**src/rtl/ctrl_pkg.sv**
```systemverilog
// Shared decode constants and the control bundle carried down the E/M/W pipeline.
package ctrl_pkg;

    localparam int unsigned ALU_W = 3;

    localparam logic [5:0] OP_RTYPE = 6'b000000;
    localparam logic [5:0] OP_LW    = 6'b100011;
    localparam logic [5:0] OP_SW    = 6'b101011;
    localparam logic [5:0] OP_BEQ   = 6'b000100;
    localparam logic [5:0] OP_BNE   = 6'b000101;
    localparam logic [5:0] OP_ADDI  = 6'b001000;
    localparam logic [5:0] OP_SLTI  = 6'b001010;
    localparam logic [5:0] OP_ANDI  = 6'b001100;
    localparam logic [5:0] OP_ORI   = 6'b001101;
    localparam logic [5:0] OP_J     = 6'b000010;

    localparam logic [5:0] FUNCT_ADD = 6'b100000;
    localparam logic [5:0] FUNCT_SUB = 6'b100010;
    localparam logic [5:0] FUNCT_AND = 6'b100100;
    localparam logic [5:0] FUNCT_OR  = 6'b100101;
    localparam logic [5:0] FUNCT_SLT = 6'b101010;

    localparam logic [ALU_W-1:0] ALU_AND = 3'b000;
    localparam logic [ALU_W-1:0] ALU_OR  = 3'b001;
    localparam logic [ALU_W-1:0] ALU_ADD = 3'b010;
    localparam logic [ALU_W-1:0] ALU_SUB = 3'b110;
    localparam logic [ALU_W-1:0] ALU_SLT = 3'b111;

    typedef struct packed {
        logic             reg_write;
        logic             mem_to_reg;
        logic             mem_write;
        logic             alu_src;
        logic             reg_dst;
        logic [ALU_W-1:0] alu_control;
    } ctrl_bundle_t;

    localparam ctrl_bundle_t CTRL_NOP = '0;

endpackage

```
**src/rtl/ctrl_decode.sv**
```systemverilog
// Combinational op/funct decoder for the Decode stage.
// CTRL_EXT_OPS_EN adds andi/ori/slti/bne; otherwise those opcodes are illegal.
module ctrl_decode
    import ctrl_pkg::*;
#(
    parameter int unsigned OP_W    = 6,
    parameter int unsigned FUNCT_W = 6
) (
    input  logic [OP_W-1:0]    op,
    input  logic [FUNCT_W-1:0] funct,
    output ctrl_bundle_t       ctrl,
    output logic               branch,
    output logic               branch_ne,
    output logic               jump,
    output logic               ext_zero,
    output logic               illegal
);

    always_comb begin
        ctrl      = CTRL_NOP;
        branch    = 1'b0;
        branch_ne = 1'b0;
        jump      = 1'b0;
        ext_zero  = 1'b0;
        illegal   = 1'b0;
        case (op)
            OP_W'(OP_RTYPE): begin
                ctrl.reg_write = 1'b1;
                ctrl.reg_dst   = 1'b1;
                case (funct)
                    FUNCT_W'(FUNCT_ADD): ctrl.alu_control = ALU_ADD;
                    FUNCT_W'(FUNCT_SUB): ctrl.alu_control = ALU_SUB;
                    FUNCT_W'(FUNCT_AND): ctrl.alu_control = ALU_AND;
                    FUNCT_W'(FUNCT_OR):  ctrl.alu_control = ALU_OR;
                    FUNCT_W'(FUNCT_SLT): ctrl.alu_control = ALU_SLT;
                    default: begin
                        ctrl    = CTRL_NOP;
                        illegal = 1'b1;
                    end
                endcase
            end
            OP_W'(OP_LW): begin
                ctrl.reg_write   = 1'b1;
                ctrl.mem_to_reg  = 1'b1;
                ctrl.alu_src     = 1'b1;
                ctrl.alu_control = ALU_ADD;
            end
            OP_W'(OP_SW): begin
                ctrl.mem_write   = 1'b1;
                ctrl.alu_src     = 1'b1;
                ctrl.alu_control = ALU_ADD;
            end
            OP_W'(OP_BEQ): begin
                branch           = 1'b1;
                ctrl.alu_control = ALU_SUB;
            end
            OP_W'(OP_ADDI): begin
                ctrl.reg_write   = 1'b1;
                ctrl.alu_src     = 1'b1;
                ctrl.alu_control = ALU_ADD;
            end
            OP_W'(OP_J): jump = 1'b1;
`ifdef CTRL_EXT_OPS_EN
            OP_W'(OP_ANDI): begin
                ctrl.reg_write   = 1'b1;
                ctrl.alu_src     = 1'b1;
                ext_zero         = 1'b1;
                ctrl.alu_control = ALU_AND;
            end
            OP_W'(OP_ORI): begin
                ctrl.reg_write   = 1'b1;
                ctrl.alu_src     = 1'b1;
                ext_zero         = 1'b1;
                ctrl.alu_control = ALU_OR;
            end
            OP_W'(OP_SLTI): begin
                ctrl.reg_write   = 1'b1;
                ctrl.alu_src     = 1'b1;
                ctrl.alu_control = ALU_SLT;
            end
            OP_W'(OP_BNE): begin
                branch_ne        = 1'b1;
                ctrl.alu_control = ALU_SUB;
            end
`endif
            default: illegal = 1'b1;
        endcase
    end

endmodule

```
**src/rtl/pipe_ctrl_unit.sv**
```systemverilog
// Pipelined MIPS control: decode in D, control bundle carried through E/M/W with stall/flush.
// Optional extended immediates and bne via CTRL_EXT_OPS_EN.
module pipe_ctrl_unit
    import ctrl_pkg::*;
#(
    parameter int unsigned ALUCTRL_W = 3,
    parameter int unsigned OP_W      = 6,
    parameter int unsigned FUNCT_W   = 6
) (
    input  logic                 clk,
    input  logic                 rst_n,
    input  logic [OP_W-1:0]      op,
    input  logic [FUNCT_W-1:0]   funct,
    input  logic                 stall_e,
    input  logic                 flush_e,
    output logic                 branch_d,
    output logic                 branch_ne_d,
    output logic                 jump_d,
    output logic                 ext_zero_d,
    output logic                 illegal_d,
    output logic                 reg_write_e,
    output logic                 reg_write_m,
    output logic                 reg_write_w,
    output logic                 mem_to_reg_e,
    output logic                 mem_to_reg_m,
    output logic                 mem_to_reg_w,
    output logic                 mem_write_e,
    output logic                 mem_write_m,
    output logic                 alu_src_e,
    output logic                 reg_dst_e,
    output logic [ALUCTRL_W-1:0] alu_control_e,
    output logic                 valid_e,
    output logic                 valid_m,
    output logic                 valid_w,
    output logic                 illegal_seen
);

    ctrl_bundle_t d_ctrl;
    ctrl_bundle_t e_q;
    logic         valid_e_q;
    logic         reg_write_m_q, mem_to_reg_m_q, mem_write_m_q, valid_m_q;
    logic         reg_write_w_q, mem_to_reg_w_q, valid_w_q;
    logic         illegal_seen_q;
    logic         d_advance;

    ctrl_decode #(.OP_W(OP_W), .FUNCT_W(FUNCT_W)) u_decode (
        .op        (op),
        .funct     (funct),
        .ctrl      (d_ctrl),
        .branch    (branch_d),
        .branch_ne (branch_ne_d),
        .jump      (jump_d),
        .ext_zero  (ext_zero_d),
        .illegal   (illegal_d)
    );

    assign d_advance = !stall_e && !flush_e;

    // E stage: flush beats stall; illegal instructions enter as bubbles
    always_ff @(posedge clk or negedge rst_n) begin
        if (!rst_n) begin
            e_q       <= CTRL_NOP;
            valid_e_q <= 1'b0;
        end else if (flush_e) begin
            e_q       <= CTRL_NOP;
            valid_e_q <= 1'b0;
        end else if (!stall_e) begin
            e_q       <= d_ctrl;
            valid_e_q <= !illegal_d;
        end
    end

    // M stage takes a bubble while E is held so the held instruction is not duplicated
    always_ff @(posedge clk or negedge rst_n) begin
        if (!rst_n) begin
            reg_write_m_q  <= 1'b0;
            mem_to_reg_m_q <= 1'b0;
            mem_write_m_q  <= 1'b0;
            valid_m_q      <= 1'b0;
        end else if (stall_e && !flush_e) begin
            reg_write_m_q  <= 1'b0;
            mem_to_reg_m_q <= 1'b0;
            mem_write_m_q  <= 1'b0;
            valid_m_q      <= 1'b0;
        end else begin
            reg_write_m_q  <= e_q.reg_write;
            mem_to_reg_m_q <= e_q.mem_to_reg;
            mem_write_m_q  <= e_q.mem_write;
            valid_m_q      <= valid_e_q;
        end
    end

    always_ff @(posedge clk or negedge rst_n) begin
        if (!rst_n) begin
            reg_write_w_q  <= 1'b0;
            mem_to_reg_w_q <= 1'b0;
            valid_w_q      <= 1'b0;
            illegal_seen_q <= 1'b0;
        end else begin
            reg_write_w_q  <= reg_write_m_q;
            mem_to_reg_w_q <= mem_to_reg_m_q;
            valid_w_q      <= valid_m_q;
            if (illegal_d && d_advance)
                illegal_seen_q <= 1'b1;
        end
    end

    assign reg_write_e   = e_q.reg_write;
    assign mem_to_reg_e  = e_q.mem_to_reg;
    assign mem_write_e   = e_q.mem_write;
    assign alu_src_e     = e_q.alu_src;
    assign reg_dst_e     = e_q.reg_dst;
    assign alu_control_e = ALUCTRL_W'(e_q.alu_control);
    assign valid_e       = valid_e_q;
    assign reg_write_m   = reg_write_m_q;
    assign mem_to_reg_m  = mem_to_reg_m_q;
    assign mem_write_m   = mem_write_m_q;
    assign valid_m       = valid_m_q;
    assign reg_write_w   = reg_write_w_q;
    assign mem_to_reg_w  = mem_to_reg_w_q;
    assign valid_w       = valid_w_q;
    assign illegal_seen  = illegal_seen_q;

endmodule

```
**config.mk**
```make
export PLATFORM = sky130hd
export DESIGN_NAME = pipe_ctrl_unit
export DESIGN_NICKNAME = d
export VERILOG_FILES = /design/src/rtl/ctrl_pkg.sv /design/src/rtl/ctrl_decode.sv /design/src/rtl/pipe_ctrl_unit.sv
export SDC_FILE = /design/constraint.sdc
export NUM_CORES = 1
export LEC_CHECK = 0
export ABC_CLOCK_PERIOD_IN_PS = 1100
export CORE_UTILIZATION = 39
export CTS_CLUSTER_SIZE = 24
export DETAILED_ROUTE_END_ITERATION = 7
export HOLD_SLACK_MARGIN = 0.08
export PLACE_DENSITY = 0.86
export RECOVER_POWER = 100
export SETUP_SLACK_MARGIN = 0.3
export SLEW_MARGIN = 20
export SYNTH_ARGS = -nofsm -noshare
export SYNTH_HDL_FRONTEND = slang
export SYNTH_SLANG_ARGS = --single-unit
```
**constraint.sdc**
```tcl
create_clock -name clk -period 1.1 [get_ports clk]
set_clock_uncertainty 0.05 [all_clocks]
set_input_delay 0.11 -clock clk [delete_from_list [all_inputs] [get_ports clk]]
set_output_delay 0.11 -clock clk [all_outputs]
set_load 0.1 [all_outputs]
```
==> metrics.md, run 1 <==
| Metric | Value |
|---|---|
| Status | did not finish |
| Exit stage | 5_1_grt |
| Err | [ERROR DPL-0033] detailed placement checks failed during check placement. |
| Post-Syn Instances | 75 |
| Largest net degree at the start of global routing | 18 |
| Ys async rst share | 100% |
| #FFs+latches synth | 17 |
| Die height | 47.3 µm |
| Type of pin the worst path ends at | top-level output |
| CTS Buf Count | 3 |
| Hold buffers post-CTS | 0 |
| Post-synth top area share | 53.2% |
| GPL Wtd Cong | 0.791 |
| Die width | 47.3 µm |
| Leading post-synthesis cells by cell area | dfrtp_1, nor2_1, and2_1, and3_4, mux2i_1 |
| H-tree levels | 1 |
| CTS max path bufs | 2 |
| Cell taking the most area after synthesis | dfrtp_1 |
| PortBufs | 35 |
| Post-synth EDFFs | 0 |
| Syn avg cell area | about 11 µm² |
| Mapped cell area | 800 µm² |
| Netlist cell types | 32 |
| Initial antenna violation count | 0 |
| Top-count cell post-synth | dfrtp_1 |
| Post-synth top flop | dfrtp_1 |
| Clk root buf | clkbuf_4 |
| Post-detail-place hpwl | 2160 µm |
| Seq/Total Area, Yosys | a little over half |
| GRT worst endpoint | illegal_d |
| Post-synth top cells | dfrtp_1, nor2_1, and2_1 |
| Clock Sinks | 17 |
| Ys Warns | 0 |
| Cell Area, Placed | 0.00162 mm² |
| Row cnt | 16 |
| Initial Utilization | 41.2% |
| Io pins | 38 |
logic make-up after synthesis:
family	count (synthesis)	share of synthesized area (%)
buf+inv	7	4.23
mux	2	2.50
compound gates	12	12.5
other cells	1	0.469
simple gates	36	27.1
flops	17	53.2
per-stage QoR:
| step | TNS [ns] | utilization, % | std cells | setup slack (ns) |
|---|---|---|---|---|
| CTS | -1.16 | 93.6 | 168 | -0.230 |
| global placement | -6.74 | 83.6 | 154 | -0.657 |
| floorplan | -1.08 | - | 76 | -0.531 |
| detailed placement | -7.98 | 83.6 | 154 | -0.730 |
repair_timing:
item | CTS
pin swaps | 10
endpoints found under the setup margin | 34
resized for setup | 85
buffers inserted | 10
==> run 2, diff against run 1 <==
CORE_AREA = 2 2 63 65   (was default)
CORE_UTILIZATION = default   (was 39)
CTS_CLUSTER_SIZE = default   (was 24)
DIE_AREA = 0 0 65 67   (was default)
HOLD_SLACK_MARGIN = default   (was 0.08)
PLACE_DENSITY = default   (was 0.86)
PLACE_DENSITY_LB_ADDON = 0.15   (was default)
SETUP_SLACK_MARGIN = default   (was 0.3)
==> run 2 against run 1 <==
Against the previous run:
- the flow now finishes, with violations (negative setup slack)
- synthesized cell count unchanged
- synthesized area unchanged
==> metrics.md, run 2 <==
| Metric | Value |
|---|---|
| TNS Setup | -0.242 ns |
| Startpoint Class | input pin |
| Fmax | ~800 MHz |
| Synth Area in Compound Gates | 12.5% (unchanged) |
| Multi-input gate area | 434 µm² |
| Max-cap violation count | 0 |
| Xor and xnor area share after synthesis | 0% (unchanged) |
| Fin. Hold Viols | 0 |
| Worst-case reg-to-reg path depth | 2 |
| First-pass GRT wire length | 3530 µm |
| Row cnt | 22 (+6) |
| Post-Syn Instances | 75 (unchanged) |
| Hold Path Sink | mem_write_e |
| CTS tree | yes |
| Worst-Skew Late Latency | 0.24 ns |
| Syn avg cell area | 10.7 µm² (unchanged) |
| Mux cell area share after synthesis | 2.50% (unchanged) |
| Post-route cell area | between 0.0015 and 0.002 mm² |
| Antenna Cells | 0 |
| Die area | 0.00436 mm² |
| Cell taking the most area after synthesis | dfrtp_1 |
| Top-count cell post-synth | dfrtp_1 |
| Clk root buf | clkbuf_8 |
| Routed Antenna Nets | 0 |
| Worst R2R Setup Slack | 0.24 ns |
| Ys Warns | 0 (unchanged) |
| Netlist cell types | 32 (unchanged) |
| Reg area | 443 µm² |
| Crit Path Class | in2out |
| Core area | 0.00361 mm² |
| CP endpoint kind | primary output |
| Post-synth EDFFs | 0 (unchanged) |
| Hold_sp | op[3] |
| Mapped cell area | 800 µm² (unchanged) |
| Layout cells sized above 1 | 64.2% |
| Tmin final | 1.27 ns |
| Vias per cell | 4.21 |
| Most frequent cells in the layout | buf_4, buf_12, dfrtp_2 |
| Worst R2R Start | reg_write_e |
| Fillers | 344 |
| Vias | 766 |
| DP Cell Count | 175 (+14%) |
| H-tree levels | 1 (unchanged) |
| Final slew viol count | 0 |
| Initial antenna violation count | 0 |
| Hold buffers post-CTS | 0 (unchanged) |
| M1 GR Usage | 12.9% |
| Initial Utilization | 22.2% (-19 points) |
| M2 GR Usage | 18.3% |
| WP data required | about 0.94 ns |
| Post-route setup slack | -0.168 ns |
| CTS Buf Count | 3 (unchanged) |
| Final setup viols | 3 |
| Ys async rst share | 100% (unchanged) |
| Power Dens Cells | ~900 mW/mm² |
| Failing checks | negative setup slack |
| Crit path arrival time | 1.11 ns |
| Leakage | 0.765 nW |
| Worst hold path type | in2reg |
| Largest family of logic cells by synthesized area | simple AND/OR/NAND/NOR gates |
| Clock Sinks | 17 (unchanged) |
| Post-synth top area share | 53.2% (unchanged) |
| Max reg flops | 3 |
| Die width | 65 µm (+37%) |
| Worst Path Max Fanout | 3 |
| Critical R2R Capture | reg_write_e |
| Post-detail-place hpwl | 1730 µm (-20%) |
| CTS max path bufs | 2 (unchanged) |
| Post-route insts no fill | 182 |
| Placement Setup Slack | -0.677 ns (+0.0530 ns) |
| Die height | 67 µm (+42%) |
| PortBufs | 35 (unchanged) |
| Pre-Repair DR Iteration Count | 3 |
| Final wirelength | 2140 µm |
| GR met3 Demand/Resource | 1.52% |
| Detailed-route wire length per cell | 11.8 µm |
| Worst hold stages | 4 |
| Clk slew on worst S/H paths | 0.06 ns |
| Seq/Total Area, Yosys | 53.2% (unchanged) |
| Post-synth top cells | dfrtp_1, nor2_1, and2_1 |
| GPL Wtd Cong | 0.736 (-7.0%) |
| Grt peak-use layer | met2 |
| Peak supply drop | 0.429 mV |
| Status | finished with violations |
| RSZ-0062 raised after global routing | yes |
| Adder-cell share of the synthesized area | 0% (unchanged) |
| #FFs+latches synth | 17 (unchanged) |
| Post-synth top flop | dfrtp_1 |
| Global route overflow | 0 |
| Synth-to-Final Area Change | 115% |
| Largest net degree at the start of global routing | 18 |
| Leading post-synthesis cells by cell area | dfrtp_1, nor2_1, and2_1, and3_4, mux2i_1 |
| Layout Nets | 151 |
| Vias in the first global route | 768 |
| GRT Overall Usage | 10.7% |
| Share of the clock period used by the worst path | 115% |
| Remaining DRCs | 0 |
| Cell Area, Placed | 0.00159 mm² (-2.0%) |
| Post-Synth Simple-Gate Area | 27.1% (unchanged) |
| Drt initial violations | 2 |
| Io pins | 38 (unchanged) |
## run 2: cell counts after synthesis
Identical to the previous run, type by type.
## run 2: what timing repair did
item / 4_1_cts / 5_1_grt
setup endpoints to repair: 13 / 7
resized for setup: 68 / 6
pin swaps: 9 / 5
setup buffers: 6 / 1
## run 2: routing by layer
| layer | part of all wire, % | vias up |
|---|---|---|
| met1 | 42 | 350 |
| met3 | 5.9 | 4 |
| met5 | 0 | - |
| met2 | 50 | 29 |
| li1 | - | 383 |
| met4 | 2.0 | 0 |
## run 2: stage by stage
stage / util, % / hold slack [ns] / total power [mW]
floorplan: - / -0.236 / 0.894
global placement: 44.1 / 0.358 / 1.11
detailed placement: 44.1 / 0.363 / 1.11
CTS: 46.8 / 0.147 / 1.58
global route: 47.7 / 0.240 / 1.63
finish: 47.7 / 0.215 / 1.57
## run 2: logic make-up (layout without fill, tap and decap cells)
| logic type | count (synthesis) | after routing |
|---|---|---|
| compound gates | 12 | 12 |
| buf+inv | 7 | 65 |
| flops | 17 | 17 |
| mux | 2 | 2 |
| other cells | 1 | 2 |
| simple gates | 36 | 36 |
## run 2: worst max-delay path by stage
stage	startpoint	to	slack, ns
after floorplan	op[3]	illegal_d	-0.53
after global placement	op[3]	valid_e	-0.67
after detailed placement	op[5]	valid_e	-0.68
after CTS	funct[1]	illegal_d	-0.21
after global routing	op[5]	illegal_d	-0.20
final	op[2]	illegal_d	-0.17
## run 2: worst max-delay path, stage by stage
cell     delay (ns)
buf_8          0.10
nor4_4         0.30
nand4_1        0.15
or2b_4         0.25
nor3_4         0.04
buf_12         0.16
## run 2: final cells by class
class / count / area share, %
timing repair buffer: 58 / 42.1
sequential: 17 / 25.8
multi-input combinational: 52 / 25.3
tap: 48 / 3.49
clock buffer: 3 / 2.40
inverter: 3 / 0.655
clock inverter: 1 / 0.291
## run 2: report_power, final
part	switching [mW]	leakage (nW)	internal [mW]
Sequential	0.0179	0.209	0.644
Clock	0.197	0.0255	0.251
Combinational	0.267	0.530	0.190
(Power assumes the default switching activity.)
